File: config.mk
export PLATFORM = sky130hd
export DESIGN_NAME = down_counter_timer_flat
export DESIGN_NICKNAME = d
export VERILOG_FILES = /design/src/rtl/down_counter_timer_pkg.sv /design/src/rtl/down_counter_timer_if.sv /design/src/rtl/down_counter_timer_tick_prescaler.sv /design/src/rtl/down_counter_timer.sv /design/src/flat_wrapper.sv
export SDC_FILE = /design/constraint.sdc
export NUM_CORES = 1
export LEC_CHECK = 0
export BUFFER_PORTS_ARGS = -buffer_cell sky130_fd_sc_hd__buf_2
export CORE_MARGIN = 10
export CORE_UTILIZATION = 42
export DETAILED_ROUTE_END_ITERATION = 8
export GPL_TIMING_DRIVEN = 0
export PLACE_DENSITY = 0.66
export SYNTH_ARGS = -nofsm -noshare
export SYNTH_HDL_FRONTEND = slang
export SYNTH_SLANG_ARGS = --single-unit
File: constraint.sdc
create_clock -name clk -period 3.8 [get_ports clk]
set_clock_uncertainty 0.05 [all_clocks]
set_input_delay 0.95 -clock clk [delete_from_list [all_inputs] [get_ports clk]]
set_output_delay 0.95 -clock clk [all_outputs]
set_load 0.01 [all_outputs]
File: src/rtl/down_counter_timer_pkg.sv
// -----------------------------------------------------------------------------
// down_counter_pkg
// Shared definitions for the down_counter_timer slice: default parameter
// values and the FSM state encodings (IDLE/RUN/DONE) used by the top level.
// -----------------------------------------------------------------------------
package down_counter_pkg;

    // Default counter/load width and prescale ratio
    localparam int unsigned DEFAULT_WIDTH    = 32'd4;
    localparam int unsigned DEFAULT_PRESCALE = 32'd1;

    // State encodings; busy/done are decoded directly from these
    localparam logic [1:0] IDLE_CODE = 2'b00;
    localparam logic [1:0] RUN_CODE  = 2'b01;
    localparam logic [1:0] DONE_CODE = 2'b10;

    typedef enum logic [1:0] {
        IDLE = IDLE_CODE,
        RUN  = RUN_CODE,
        DONE = DONE_CODE
    } state_e;

endpackage

File: src/rtl/down_counter_timer_if.sv
// -----------------------------------------------------------------------------
// down_counter_timer_if
// Control/status bundle of the down_counter_timer.
//   load        : synchronous load strobe            (master -> slave)
//   load_val    : start/reload value                 (master -> slave)
//   en          : count enable                       (master -> slave)
//   auto_reload : 1 = periodic, 0 = one-shot         (master -> slave)
//   q           : current count                      (slave -> master)
//   tc          : 1-cycle terminal-count pulse       (slave -> master)
//   busy / done : state RUN / state DONE             (slave -> master)
// -----------------------------------------------------------------------------
interface down_counter_timer_if
    import down_counter_pkg::*;
#(
    parameter int unsigned WIDTH = DEFAULT_WIDTH
);
    logic             load;
    logic [WIDTH-1:0] load_val;
    logic             en;
    logic             auto_reload;
    logic [WIDTH-1:0] q;
    logic             tc;
    logic             busy;
    logic             done;

    modport master (
        output load, load_val, en, auto_reload,
        input  q, tc, busy, done
    );

    modport slave (
        input  load, load_val, en, auto_reload,
        output q, tc, busy, done
    );
endinterface

File: src/rtl/down_counter_timer_tick_prescaler.sv
// -----------------------------------------------------------------------------
// tick_prescaler
// Divides the count enable by PRESCALE: tick is high for one enabled cycle out
// of every PRESCALE enabled cycles. The phase only advances while en=1, so a
// pause keeps any partial prescale.
//   clk     : clock
//   clear_n : asynchronous active-low clear
//   en      : count enable
//   srst    : synchronous clear of the phase (driven by the load strobe)
//   tick    : count tick
// With PRESCALE=1 the block is a pass-through of en.
// -----------------------------------------------------------------------------
module tick_prescaler
    import down_counter_pkg::*;
#(
    parameter int unsigned PRESCALE = DEFAULT_PRESCALE
) (
    input  logic clk,
    input  logic clear_n,
    input  logic en,
    input  logic srst,
    output logic tick
);

    generate
        if (PRESCALE <= 32'd1) begin : g_pass
            // No phase state is needed; clock/reset inputs are intentionally idle
            logic unused_s;
            assign unused_s = clk ^ clear_n ^ srst;
            assign tick     = en;
        end else begin : g_div
            localparam int unsigned CW = $clog2(PRESCALE);
            localparam logic [CW-1:0] LAST_PHASE = CW'(PRESCALE - 32'd1);
            localparam logic [CW-1:0] ZERO_PHASE = {CW{1'b0}};
            localparam logic [CW-1:0] ONE_PHASE  = CW'(32'd1);

            logic [CW-1:0] phase_r;

            // Phase counter 0..PRESCALE-1, advancing only on enabled cycles
            always_ff @(posedge clk or negedge clear_n) begin
                if (!clear_n) begin
                    phase_r <= ZERO_PHASE;
                end else if (srst) begin
                    phase_r <= ZERO_PHASE;
                end else if (en) begin
                    if (phase_r == LAST_PHASE) begin
                        phase_r <= ZERO_PHASE;
                    end else begin
                        phase_r <= phase_r + ONE_PHASE;
                    end
                end else begin
                    phase_r <= phase_r;
                end
            end

            assign tick = en & (phase_r == LAST_PHASE);
        end
    endgenerate

endmodule

File: src/rtl/down_counter_timer.sv
// -----------------------------------------------------------------------------
// down_counter_timer
// Loadable down-counter with a registered 1-cycle terminal-count pulse,
// one-shot / auto-reload modes and a clock-enable prescaler.
//   clk     : clock, all state changes on the rising edge
//   clear_n : asynchronous active-low clear of all state and outputs
//   bus     : slave side of down_counter_timer_if
//             (load, load_val, en, auto_reload in; q, tc, busy, done out)
// A non-zero load starts a run of load_val ticks; a zero load parks the
// counter in IDLE. In RUN the count steps down on each tick; at 1 it either
// reloads from rld (periodic) or goes to 0 and DONE (one-shot), pulsing tc.
// -----------------------------------------------------------------------------
module down_counter_timer
    import down_counter_pkg::*;
#(
    parameter int unsigned WIDTH    = DEFAULT_WIDTH,
    parameter int unsigned PRESCALE = DEFAULT_PRESCALE
) (
    input  logic                  clk,
    input  logic                  clear_n,
    down_counter_timer_if.slave   bus
);

    localparam logic [WIDTH-1:0] ZERO_VAL = {WIDTH{1'b0}};
    localparam logic [WIDTH-1:0] ONE_VAL  = WIDTH'(32'd1);

    state_e           state_r;
    logic [WIDTH-1:0] q_r;
    logic [WIDTH-1:0] rld_r;
    logic             tc_r;
    logic             tick_s;

    tick_prescaler #(
        .PRESCALE (PRESCALE)
    ) u_prescaler (
        .clk     (clk),
        .clear_n (clear_n),
        .en      (bus.en),
        .srst    (bus.load),
        .tick    (tick_s)
    );

    // FSM, count/reload datapath and terminal-count register
    always_ff @(posedge clk or negedge clear_n) begin
        if (!clear_n) begin
            state_r <= IDLE;
            q_r     <= ZERO_VAL;
            rld_r   <= ZERO_VAL;
            tc_r    <= 1'b0;
        end else begin
            // tc is a single-cycle pulse unless a terminal tick re-raises it
            tc_r <= 1'b0;
            if (bus.load) begin
                // Load wins over a coincident tick; tc stays low
                if (bus.load_val != ZERO_VAL) begin
                    q_r     <= bus.load_val;
                    rld_r   <= bus.load_val;
                    state_r <= RUN;
                end else begin
                    q_r     <= ZERO_VAL;
                    state_r <= IDLE;
                end
            end else begin
                case (state_r)
                    IDLE: begin
                        q_r <= q_r;
                    end
                    RUN: begin
                        if (tick_s) begin
                            if (q_r > ONE_VAL) begin
                                q_r <= q_r - ONE_VAL;
                            end else if (bus.auto_reload) begin
                                // Reload straight from 1, so 0 is never shown
                                q_r  <= rld_r;
                                tc_r <= 1'b1;
                            end else begin
                                q_r     <= ZERO_VAL;
                                tc_r    <= 1'b1;
                                state_r <= DONE;
                            end
                        end else begin
                            q_r <= q_r;
                        end
                    end
                    DONE: begin
                        q_r <= ZERO_VAL;
                    end
                    default: begin
                        // Unreachable encoding: fall back to a safe parked state
                        q_r     <= ZERO_VAL;
                        state_r <= IDLE;
                    end
                endcase
            end
        end
    end

    assign bus.q    = q_r;
    assign bus.tc   = tc_r;
    assign bus.busy = (state_r == RUN);
    assign bus.done = (state_r == DONE);

endmodule

File: src/flat_wrapper.sv
// flat-port wrapper written by rule: the top's interface ports become plain ports
module down_counter_timer_flat import down_counter_pkg::*;
#(
    parameter int unsigned WIDTH    = DEFAULT_WIDTH,
    parameter int unsigned PRESCALE = DEFAULT_PRESCALE
)
  (clk, clear_n, bus_load, bus_load_val, bus_en, bus_auto_reload, bus_q, bus_tc, bus_busy, bus_done);
  down_counter_timer_if #(.WIDTH(WIDTH)) bus_i ();
  input  logic clk;
  input  logic clear_n;
  input wire logic [$bits(bus_i.load)-1:0] bus_load;
  input wire logic [$bits(bus_i.load_val)-1:0] bus_load_val;
  input wire logic [$bits(bus_i.en)-1:0] bus_en;
  input wire logic [$bits(bus_i.auto_reload)-1:0] bus_auto_reload;
  output wire logic [$bits(bus_i.q)-1:0] bus_q;
  output wire logic [$bits(bus_i.tc)-1:0] bus_tc;
  output wire logic [$bits(bus_i.busy)-1:0] bus_busy;
  output wire logic [$bits(bus_i.done)-1:0] bus_done;
  assign bus_i.load = bus_load;
  assign bus_i.load_val = bus_load_val;
  assign bus_i.en = bus_en;
  assign bus_i.auto_reload = bus_auto_reload;
  assign bus_q = bus_i.q;
  assign bus_tc = bus_i.tc;
  assign bus_busy = bus_i.busy;
  assign bus_done = bus_i.done;
  down_counter_timer #(.WIDTH(WIDTH), .PRESCALE(PRESCALE)) u_core (.clk(clk), .clear_n(clear_n), .bus(bus_i));
endmodule
# Yosys cells after proc, flatten, opt, wreduce, memory -nomap -nowiden

Cells that the tools add are included.

$add $sub $neg: 1
Magnitude comparators: 1
Eq/ne operators: 7
Multiplexer cells: 16
Reduce and logical (&&, ||, !) cells: 6

Operators with widths:

| cell                  | count |
|---|---|
| $mux W4               | 5 |
| $ne A3 B3 Y1 const B  | 3 |
| $mux W2               | 4 |
| $pmux W4 S2           | 1 |
| $mux W1               | 5 |
| $gt A4 B1 Y1 const B  | 1 |
| $pmux W2 S2           | 1 |
| $reduce_and A2 Y1     | 2 |
| $reduce_and A4 Y1     | 1 |
| $reduce_bool A4 Y1    | 1 |
| $sub A4 B1 Y4 const B | 1 |
| $eq A2 B1 Y1 const B  | 1 |
| $eq A2 B2 Y1 const B  | 1 |
| $logic_not A2 Y1      | 1 |
| $ne A2 B1 Y1 const B  | 1 |
| $ne A2 B2 Y1 const B  | 1 |
| $reduce_or A2 Y1      | 1 |

Flip-flop bits (word level): 11

# Logic depth before layout (Yosys ltp)

Gate-level depths: netlist of the first run.

Depth after elaboration: 5
Gate-level depth with buffers: 6
Gate-level depth less buffers: 6

# By module

Synthesis of the first run repeated with hierarchy kept, for this count alone.

Cells, all modules: 61
Area total of the unflattened synthesis: 603.1 sq um

Modules (own cells, without submodules):

| module             | times used | cells an instance | area each (sq um) |
|---|---|---|---|
| down_counter_timer | 1          | 60                | 595.6 |
| tick_prescaler     | 1          | 1                 | 7.5 |

# Worst setup path before layout of the first run

No wires, ideal clock.

Path type: input to register
From: input bus_load
To: register u_core.q_r[2] (netlist: u_core.bus.q[2])
Library setup time: 0.087 ns
Arrival: 1.751 ns
Required time: 3.663 ns
Slack: 1.912 ns
Cell stages on the path: 5
Buffers on the path: 1
Cell sequence: buf_2 > inv_2 > nand2_2 > a2111o_1 > a22oi_1

Cells in the longest elaborated chain, start to end: 2
Elaborated cells between the ends (all ways): 4
Those cells by class: eq/ne: 2; mux: 1; reduce/logical: 1

Ends and longest elaborated chain:

| element                                                       | RTL line                 | RTL |
|---|---|---|
| start, declared                                               | flat_wrapper.sv:11       | `input wire logic [$bits(bus_i.load)-1:0] bus_load;` |
| $ne A3 B3 Y1 (no source line) or $ne A2 B2 Y1 (tied branches) | --                       |  |
| $reduce_and A2 Y1 (no source line)                            | --                       |  |
| end signal, assigned                                          | down_counter_timer.sv:56 | `q_r <= bus.load_val;` |
| end signal, assigned                                          | down_counter_timer.sv:66 | `q_r <= q_r;` |
| end signal, assigned                                          | down_counter_timer.sv:71 | `q_r <= q_r - ONE_VAL;` |
| end, declared                                                 | down_counter_timer.sv:28 | `logic [WIDTH-1:0] q_r;` |

Parallel ways exist; a longest one is shown, timed or not.
A chain may end at the register's enable or synchronous reset.

# Worst setup path in the final report of the first run

From: register u_core.state_r[1]
To: output bus_busy

Cells in the longest elaborated chain, start to end: 1

Ends and longest elaborated chain:

| element                | RTL line                  | RTL |
|---|---|---|
| start, declared        | down_counter_timer.sv:27  | `state_e state_r;` |
| start signal, assigned | down_counter_timer.sv:46  | `state_r <= IDLE;` |
| start signal, assigned | down_counter_timer.sv:58  | `state_r <= RUN;` |
| start signal, assigned | down_counter_timer.sv:61  | `state_r <= IDLE;` |
| $eq A2 B1 Y1           | down_counter_timer.sv:100 | `assign bus.busy = (state_r == RUN);` |
| end, declared          | flat_wrapper.sv:17        | `output wire logic [$bits(bus_i.busy)-1:0] bus_busy;` |

Every way passes these cells.

==> results of run 1 <==
## sequential cells by signal, summed over array words and instances (netlist names)
| name | count |
|---|---|
| u_core.state_r | 2 |
| u_core.bus.tc | 1 |
| u_core.rld_r | 4 |
| u_core.bus.q | 4 |
## power by group through the flow
| stage | Combinational (W) | Clock (W) | Sequential [W] |
|---|---|---|---|
| after detailed placement | 0.0000958 | 0 | 0.000152 |
| after CTS | 0.0000989 | 0.0000792 | 0.000150 |
| final | 0.0000981 | 0.0000765 | 0.000150 |
| after global placement | 0.0000957 | 0 | 0.000151 |
| after global routing | 0.000107 | 0.0000854 | 0.000154 |
| after floorplan | 0.0000600 | 0 | 0.000153 |
## layer usage
layer | share of wire [%] | wire length (microns)
met1 | 44 | 646
met4 | 0.75 | 11
met5 | 0 | 0
met2 | 47 | 687
met3 | 8.4 | 124
## synthesized netlist by cell type, types with 2 or more instances
library cell and number:
a2111o_1 2, inv_1 4, nand2_1 7, a22oi_1 3
o31ai_1 2, a21oi_1 3, a22o_1 4, ha_1 2
nor2_1 2, nor2b_1 3, dfrtp_1 11
## critical path: cells and delay by family, from the launching register on
kind,cells,cell delay (ps)
flip-flops,1,410
AND/OR/NAND/NOR,1,240
buffers and inverters,1,130
## kinds of logic after synthesis
logic type | share of synthesized area [%]
AO/OA/AOI/OAI | 29.7
AND/OR/NAND/NOR | 15.7
flip-flops | 44.8
buffers and inverters | 3.87
adder cells (fa/ha/maj) | 4.07
multiplexers | 1.83
## through the flow
step / instance area (sq um) / cells / util (%) / hold slack (ps) / total power, W
5_1_grt: 734 / 93 / 55.1 / 491 / 0.000347
6_report: 734 / 93 / 55.1 / 426 / 0.000325
3_5_place_dp: 708 / 89 / 53.1 / 418 / 0.000247
4_1_cts: 734 / 93 / 55.1 / 434 / 0.000328
2_1_floorplan: 614 / 59 / - / 396 / 0.000213
3_3_place_gp: 708 / 89 / 53.1 / 418 / 0.000247
## how the worst min path moves through the flow
stage	start	endpoint	slack (ps)	depth (start not counted)
floorplan	u_core.rld_r[3]$_DFFE_PN0P_	u_core.rld_r[3]$_DFFE_PN0P_	400	2
global placement	u_core.rld_r[3]$_DFFE_PN0P_	u_core.rld_r[3]$_DFFE_PN0P_	420	2
detailed placement	u_core.rld_r[3]$_DFFE_PN0P_	u_core.rld_r[3]$_DFFE_PN0P_	420	2
CTS	u_core.rld_r[3]$_DFFE_PN0P_	u_core.rld_r[3]$_DFFE_PN0P_	430	2
global route	clear_n	u_core.state_r[0]$_DFFE_PN0P_	490	1
finish	u_core.rld_r[3]$_DFFE_PN0P_	u_core.rld_r[3]$_DFFE_PN0P_	430	2
## final cells by class
type	count	share of cell area, %
Multi-Input combinational cell	42	42.9
Sequential cell	11	37.5
Inverter	5	2.56
Buffer	1	0.681
Tap cell	15	2.56
Clock buffer	4	3.58
Timing Repair Buffer	15	10.2
==> results.py, run 1 <==
metrics = {
    "status": {
        "status": "finished, final reports clean",
    },
    "power_and_ir_drop": {
        "net-switching-power_w": 0.000108,
        "worst_ir_drop_vdd_v": 0.000281,
        "power_density_nw_per_um2": 443,
        "internal-power_w": 0.000217,
        "p_comb_share_pct": 30.2,
        "leakagePower_nw": 0.355,
        "p_sw_share_pct": 33.2,
        "seq_power_share_pct": 46.3,
        "p_clk_share_pct": 23.6,
    },
    "grt": {
        "antenna_found_initial": 0,
        "met3_usage_pct": 5.88,
        "grt_pass1_wl_mm": 2.42,
        "gr-usage-all-layers_pct": 9.04,
        "grt_remaining_overflow": 0,
        "met1_usage_pct": 9.79,
        "busiest_layer": "met2",
        "grt_pass1_vias": 530,
        "grt_max_degree": 12,
        "use_met2_pct": 14.4,
    },
    "logic_synthesis": {
        "syn-instance-count": 59,
        "synth_ff_type": "dfrtp_1",
        "synth_top_area_share_pct": 44.8,
        "syn_area_sq_um": 614,
        "synth_edf_count": 0,
        "synth.yosys.seq_area_share_pct": 44.8,
        "syn_avg_cell_area_sq_um": 10.4,
        "ys_async_sr_fraction_pct": 100,
        "yosys_warnings": 0,
        "ys_ff_latch": 11,
        "synth.top_cells.by_area": "dfrtp_1, a22o_1, nand2_1",
        "syn_nets": 70,
        "yosys.area.top_type": "dfrtp_1",
        "synth_cell_types": 27,
    },
    "layout": {
        "seq_area_sq_um": 275,
        "multiInputGateArea_sq_um": 315,
        "drive_gt1_share_pct": 34.6,
        "fin_nets": 90,
        "diodes": 0,
        "final_common_cell": "buf_2",
        "area_growth_pct": 19.6,
        "final_cell_mix": "buf_2, dfrtp_1, nand2_1, inv_1, a22o_1",
        "fill_cells": 152,
    },
    "cts": {
        "htree_levels": 1,
        "clockBufferDepth": 2,
        "cts_setup_buffers": 0,
        "cts_tree": "yes",
        "ctsRootBufferMaster": "clkbuf_4",
        "clkLatencyLatePin_ps": 260,
        "numClockSinks": 11,
        "cts_hold_buf": 0,
        "cts-buffers-inserted": 3,
        "clk_pin_slew_ps": 70,
        "cts_resized": 0,
    },
    "sta": {
        "post-route-worst-setup-slack_ps": 1760,
        "worstMarginPinSlew_ps": 536,
        "fin_crit_sh_pct": 53.7,
        "rsz0062_at_grt": "no",
        "fmax_mhz": 490,
        "fin_crit_ps": 2040,
        "maxSlewViolCount": 0,
        "setup_viol": 0,
        "finalHoldViolations": 0,
        "max-slew-margin-rel_pct": 64.2,
        "timing.setup.tns_ps": 0,
    },
    "worst_setup_path": {
        "r2r-end": "u_core.bus.q[1]$_DFFE_PN0P_",
        "path_cells": "and2b_2, buf_2",
        "worstRegToRegCells": 6,
        "critPathCapture": "bus_busy",
        "path_class": "reg2out",
        "end_kind": "primary output",
        "crit_path_start_kind": "flop",
        "slowest_stage": "dfrtp_1",
        "reg2reg_slack_ps": 1830,
        "worstSetupStartpoint": "u_core.state_r[1]$_DFFE_PN0P_",
        "critical_path_required_ps": 2800,
        "crit_fanout": 3,
        "crit_arrival_ps": 1040,
        "critPathMaxStageDelay_ps": 410,
        "r2r-start": "u_core.bus.q[0]$_DFFE_PN0P_",
    },
    "placement": {
        "port_buffers": 15,
        "place_congestion": 0.750,
        "pre_cts_ws_ps": 1700,
        "dpl.hpwl_mm": 1.09,
    },
    "floorplanning": {
        "die_area_sq_um": 3390,
        "fp.coreArea_sq_um": 1330,
        "fp-row-count": 13,
        "start_util_pct": 46.1,
        "fp.dieH_microns": 58.2,
        "dieWidth_microns": 58.2,
        "ios": 16,
    },
    "routing": {
        "avgRoutedWirePerCell_microns": 15.8,
        "drc": 0,
        "routed_via_density": 5.90,
        "vias": 549,
        "wirelength_mm": 1.47,
        "drtPass1Iterations": 4,
        "first_iter_violations": 10,
        "ant_nets": 0,
    },
    "flow_run": {
        "maxCapViolCount": 0,
    },
    "min_path": {
        "hold_class": "reg2reg",
    },
}
Power figures use the tool's default switching activity.
==> run 2, diff against run 1 <==
PLACE_DENSITY = 0.68   (was 0.66)
clock period = 1.7 ns   (was 3.8 ns; I/O delays follow)
==> run 2 against run 1 <==
Setup slack worse by 1700 ps. Clock power up 140%. Global-route usage about the same. Die area unchanged. Final cell count up 4.3%. Non-clock buffer count up 4. Via count down 1.5%. Power up 150%. Critical path depth up 4. Sequential power up 130%. Combinational power rose to 2.8 times the previous value. Design area up 11%. Critical endpoint is now u_core.bus.q[1]$_DFFE_PN0P_.
==> results.py, run 2 (synthesized netlist as in run 1, its figures left out) <==
metrics = {
    "status": {
        "status": "finished, final reports clean",
    },
    "worst_setup_path": {
        "crit_path_start_kind": "flop",
        "crit_fanout": 4,
        "slowest_stage": "dfrtp_1",
        "reg2reg_slack_ps": 90,
        "critPathMaxStageDelay_ps": 400,
        "path_cells": "inv_1, ha_4, nor2_4, nor3_4, mux2_2, o31ai_2",
        "worstSetupStartpoint": "u_core.bus.q[1]$_DFFE_PN0P_",
        "crit_arrival_ps": 1750,
        "critical_path_required_ps": 1840,
        "r2r-start": "u_core.bus.q[1]$_DFFE_PN0P_",
        "r2r-end": "u_core.bus.q[1]$_DFFE_PN0P_",
        "end_kind": "flop",
        "critPathCapture": "u_core.bus.q[1]$_DFFE_PN0P_",
        "worstRegToRegCells": 6,
        "path_class": "reg2reg",
    },
    "layout": {
        "diodes": 0,
        "fin_nets": 94,
        "fill_cells": 127,
        "final_common_cell": "buf_2",
        "fin_area_sq_um": 812,
        "drive_gt1_share_pct": 43.9,
        "fin_util_pct": 60.9,
        "seq_area_sq_um": 277,
        "multiInputGateArea_sq_um": 359,
        "layoutNonFillerInstCount": 97,
        "area_growth_pct": 32.2,
        "final_cell_mix": "buf_2, dfrtp_1, nand2_1, a22o_1",
    },
    "routing": {
        "route.met2.wl_microns": 724,
        "ant_nets": 0,
        "vias": 541,
        "wirelength_mm": 1.53,
        "first_iter_violations": 8,
        "wl_met3_microns": 83,
        "avgRoutedWirePerCell_microns": 15.8,
        "met1_length_microns": 700,
        "drtPass1Iterations": 4,
        "drc": 0,
        "top_layer": "met4",
        "routed_via_density": 5.58,
    },
    "cts": {
        "htree_levels": 1,
        "clockBufferDepth": 2,
        "clkLatencyLatePin_ps": 280,
        "ctsRootBufferMaster": "clkbuf_4",
        "numClockSinks": 11,
        "cts_tree": "yes",
        "cts-buffers-inserted": 3,
        "clk_pin_slew_ps": 70,
    },
    "grt": {
        "grt_remaining_overflow": 0,
        "gr-usage-all-layers_pct": 9.08,
        "grt_pass1_vias": 547,
        "antenna_found_initial": 0,
        "grt_max_degree": 12,
        "grt_pass1_wl_mm": 2.49,
    },
    "floorplanning": {
        "die_area_sq_um": 3390,
        "fp.coreArea_sq_um": 1330,
        "ios": 16,
        "start_util_pct": 46.1,
        "fp.dieH_microns": 58.2,
        "dieWidth_microns": 58.2,
        "fp-row-count": 13,
    },
    "sta": {
        "fin_crit_sh_pct": 94.8,
        "post-route-worst-setup-slack_ps": 88.2,
        "fin_crit_ps": 1610,
        "max-slew-margin-rel_pct": 61.7,
        "fmax_mhz": 620,
        "worstMarginPinSlew_ps": 573,
        "setup_viol": 0,
        "finalHoldViolations": 0,
        "hold_ws_ps": 360,
        "maxSlewViolCount": 0,
    },
    "power_and_ir_drop": {
        "leakagePower_nw": 0.377,
        "power_density_nw_per_um2": 986,
        "worst_ir_drop_vdd_v": 0.000642,
    },
    "placement": {
        "port_buffers": 15,
        "place_congestion": 0.749,
        "placed_cell_area_sq_um": 708,
        "dpl.hpwl_mm": 1.16,
        "pre_cts_ws_ps": -186,
        "dp_cells": 89,
    },
    "min_path": {
        "hold_class": "in2reg",
    },
    "flow_run": {
        "maxCapViolCount": 0,
    },
}
==> run 2: worst min path at each step <==
stage	start	endpoint	slack, ps	cells after the start
5_1_grt	bus_load_val[1]	u_core.rld_r[1]$_DFFE_PN0P_	370	2
2_1_floorplan	clear_n	u_core.bus.q[0]$_DFFE_PN0P_	80	0
6_report	bus_load_val[1]	u_core.rld_r[1]$_DFFE_PN0P_	360	2
4_1_cts	bus_load_val[3]	u_core.rld_r[3]$_DFFE_PN0P_	370	3
3_3_place_gp	clear_n	u_core.state_r[0]$_DFFE_PN0P_	260	1
3_5_place_dp	clear_n	u_core.state_r[0]$_DFFE_PN0P_	260	1
==> run 2: critical path: cells and delay by family (launching register included) <==
family	cells	cell delay (ps)
and+or+nand+nor	2	200
AOI/OAI and AO/OA	1	180
buffers and inverters	1	150
adders and majority gates	1	180
DFF	1	400
muxes	1	360
==> run 2: layer usage <==
metal	track usage, %	up-vias
li1	-	273
met1	10.6	253
met2	14.4	11
met3	4.58	4
met4	2.01	0
met5	0	-
==> run 2: through the flow <==
step                total power (W)  TNS [ps]
finish                     0.000801         0
global route               0.000854     -7.12
CTS                        0.000766         0
detailed placement         0.000555      -186
global placement           0.000551      -177
floorplan                  0.000476         0
==> run 2: report_power, final <==
part	leakage (nW)	internal, W	switching [W]
Combinational	0.228	0.000138	0.000140
Sequential	0.134	0.000295	0.0000441
Clock	0.0150	0.0000913	0.0000923
==> run 2: final cells by class <==
cell class,instances,share of cell area (%)
inverter,5,2.31
sequential,11,34.1
tap,15,2.31
timing repair buffer,19,13.3
multi-input combinational,42,44.2
buffer,1,0.616
clock buffer,4,3.24
==> run 2: what timing repair did <==
action / 4_1_cts / 5_1_grt
gates resized for setup: 4 / 6
endpoints found under the hold margin: 11 / 0
endpoints found under the setup margin: 1 / 3
hold buffers: 1 / 0
pin swaps: 1 / 1
buffers inserted: 2 / 1
==> run 3, diff against run 2 <==
--- a/config.mk
+++ b/config.mk
@@ -11,5 +11,5 @@
 export DETAILED_ROUTE_END_ITERATION = 8
 export GPL_TIMING_DRIVEN = 0
-export PLACE_DENSITY = 0.68
+export PLACE_DENSITY = 0.67
 export SYNTH_ARGS = -nofsm -noshare
 export SYNTH_HDL_FRONTEND = slang
--- a/constraint.sdc
+++ b/constraint.sdc
@@ -3,3 +3,3 @@
 set_input_delay 0.425 -clock clk [delete_from_list [all_inputs] [get_ports clk]]
 set_output_delay 0.425 -clock clk [all_outputs]
-set_load 0.01 [all_outputs]
+set_load 0.005 [all_outputs]
==> run 3 against run 2 <==
Highest routed layer unchanged. Largest cell class unchanged. Largest power group unchanged. Count of clock-buffer cells in the layout stayed put. Power is 3.1% lower. Via count is 4.8% higher.
==> results.py, run 3 (synthesized netlist as in run 1, its figures left out) <==
metrics = {
    "status": {
        "status": "finished, final reports clean",
    },
    "routing": {
        "wirelength_mm": 1.51,
        "vias": 567,
        "avgRoutedWirePerCell_microns": 15.4,
        "drtPass1Iterations": 4,
        "first_iter_violations": 16,
        "drc": 0,
        "ant_nets": 0,
        "routed_via_density": 5.79,
    },
    "min_path": {
        "hold_class": "in2reg",
        "min_path_cells": 3,
        "min_from": "bus_load_val[3]",
        "holdPathEnd": "u_core.rld_r[3]$_DFFE_PN0P_",
    },
    "power_and_ir_drop": {
        "power_density_nw_per_um2": 966,
        "leakagePower_nw": 0.379,
        "worst_ir_drop_vdd_v": 0.000443,
    },
    "worst_setup_path": {
        "r2r-start": "u_core.bus.q[0]$_DFFE_PN0P_",
        "crit_fanout": 5,
        "worstRegToRegCells": 7,
        "slowest_stage": "dfrtp_1",
        "r2r-end": "u_core.bus.q[0]$_DFFE_PN0P_",
        "worstSetupStartpoint": "u_core.bus.q[0]$_DFFE_PN0P_",
        "cp.depth": 7,
        "timing.critical_path.buf_inv": 2,
        "path_cells": "inv_2, ha_4, nor2_2, nor3_4, buf_4, a2111o_1, o311ai_1",
        "critPathMaxStageDelay_ps": 400,
        "reg2reg_slack_ps": 80,
        "critical_path_required_ps": 1810,
        "end_kind": "flop",
        "path_class": "reg2reg",
        "path_delay_family": "compound AO/OA/AOI/OAI gates",
        "crit_path_start_kind": "flop",
        "crit_arrival_ps": 1730,
    },
    "floorplanning": {
        "fp.coreArea_sq_um": 1330,
        "start_util_pct": 46.1,
        "dieWidth_microns": 58.2,
        "ios": 16,
        "die_area_sq_um": 3390,
        "fp-row-count": 13,
        "fp.dieH_microns": 58.2,
    },
    "layout": {
        "drive_gt1_share_pct": 44.6,
        "multiInputGateArea_sq_um": 344,
        "seq_area_sq_um": 275,
        "fin_area_sq_um": 803,
        "fill_cells": 117,
        "final_cell_mix": "buf_2, dfrtp_1, nand2_1, a22o_1, buf_4",
        "area_growth_pct": 30.8,
        "final_common_cell": "buf_2",
        "fin_nets": 95,
        "diodes": 0,
    },
    "grt": {
        "grt_remaining_overflow": 0,
        "antenna_found_initial": 0,
        "grt_pass1_vias": 553,
        "grt_pass1_wl_mm": 2.60,
        "grt_max_degree": 12,
        "gr-usage-all-layers_pct": 9.62,
    },
    "sta": {
        "maxSlewViolCount": 0,
        "setup_viol": 0,
        "post-route-worst-setup-slack_ps": 82.5,
        "worstMarginPinSlew_ps": 556,
        "max-slew-margin-rel_pct": 62.9,
        "fin_crit_sh_pct": 95.1,
        "fin_crit_ps": 1620,
        "finalHoldViolations": 0,
        "fmax_mhz": 618,
    },
    "placement": {
        "placed_cell_area_sq_um": 708,
        "dpl.hpwl_mm": 1.16,
        "place_congestion": 0.747,
        "port_buffers": 15,
        "pre_cts_ws_ps": -182,
    },
    "cts": {
        "cts-buffers-inserted": 3,
        "numClockSinks": 11,
        "ctsRootBufferMaster": "clkbuf_4",
        "clockBufferDepth": 2,
        "clk_pin_slew_ps": 70,
        "cts_tree": "yes",
        "clkLatencyLatePin_ps": 260,
        "htree_levels": 1,
    },
    "flow_run": {
        "maxCapViolCount": 0,
    },
}
==> run 3: cell types whose count changed in the layout (fill, tap and decap cells not counted) <==
cell,delta
nor2_2,+1
dfrtp_2,-1
buf_4,+1
dfrtp_1,+1
ha_2,+1
inv_2,+1
inv_1,-1
ha_4,-1
nor2_4,-1
==> run 3: per-stage QoR <==
step | hold slack, ps | power [W] | util [%] | TNS, ps | cells
2_1_floorplan | 79.4 | 0.000467 | - | 0 | 59
5_1_grt | 372 | 0.000837 | 60.2 | -0.649 | 98
6_report | 381 | 0.000776 | 60.2 | 0 | 98
3_5_place_dp | 255 | 0.000546 | 53.1 | -182 | 89
4_1_cts | 368 | 0.000760 | 58.7 | 0 | 97
3_3_place_gp | 259 | 0.000542 | 53.1 | -182 | 89
==> run 3: worst max-delay path by stage <==
stage,to,slack [ps]
final,u_core.bus.q[0]$_DFFE_PN0P_,80
after floorplan,u_core.bus.q[1]$_DFFE_PN0P_,40
after CTS,u_core.bus.q[1]$_DFFE_PN0P_,30
after detailed placement,u_core.bus.q[1]$_DFFE_PN0P_,-180
after global placement,u_core.bus.q[1]$_DFFE_PN0P_,-180
after global routing,u_core.bus.q[3]$_DFFE_PN0P_,-0.6
==> run 3: cell type report <==
| cell class | instances | share of cell area [%] |
|---|---|---|
| Timing Repair Buffer | 20 | 14.3 |
| Multi-Input combinational cell | 42 | 42.8 |
| Inverter | 5 | 2.34 |
| Buffer | 1 | 0.623 |
| Sequential cell | 11 | 34.3 |
| Tap cell | 15 | 2.34 |
| Clock buffer | 4 | 3.27 |
==> run 3: power breakdown <==
group          internal, W  switching, W  total [W]
Sequential        0.000294     0.0000443   0.000339
Clock            0.0000908     0.0000817   0.000172
Combinational     0.000136      0.000129   0.000265
==> run 3: timing repair <==
| action | CTS | global route |
|---|---|---|
| endpoints found under the setup margin | 1 | 4 |
| hold buffers | 1 | 0 |
| pin swaps | 1 | 1 |
| setup buffers | 3 | 1 |
| gates resized for setup | 4 | 4 |
| hold endpoints to repair | 11 | 0 |
==> run 3: metal layers <==
metal	track usage (%)	up-vias	wire length, microns
met5	0	-	0
met4	3.36	0	10
met3	5.66	2	110
met2	13.8	18	695
met1	11.5	272	694
li1	-	275	-
==> run 3: tightest hold or removal path: cells and delay by family <==
kind / cells / cell delay (ps)
and+or+nand+nor: 2 / 130
buffers and inverters: 1 / 110
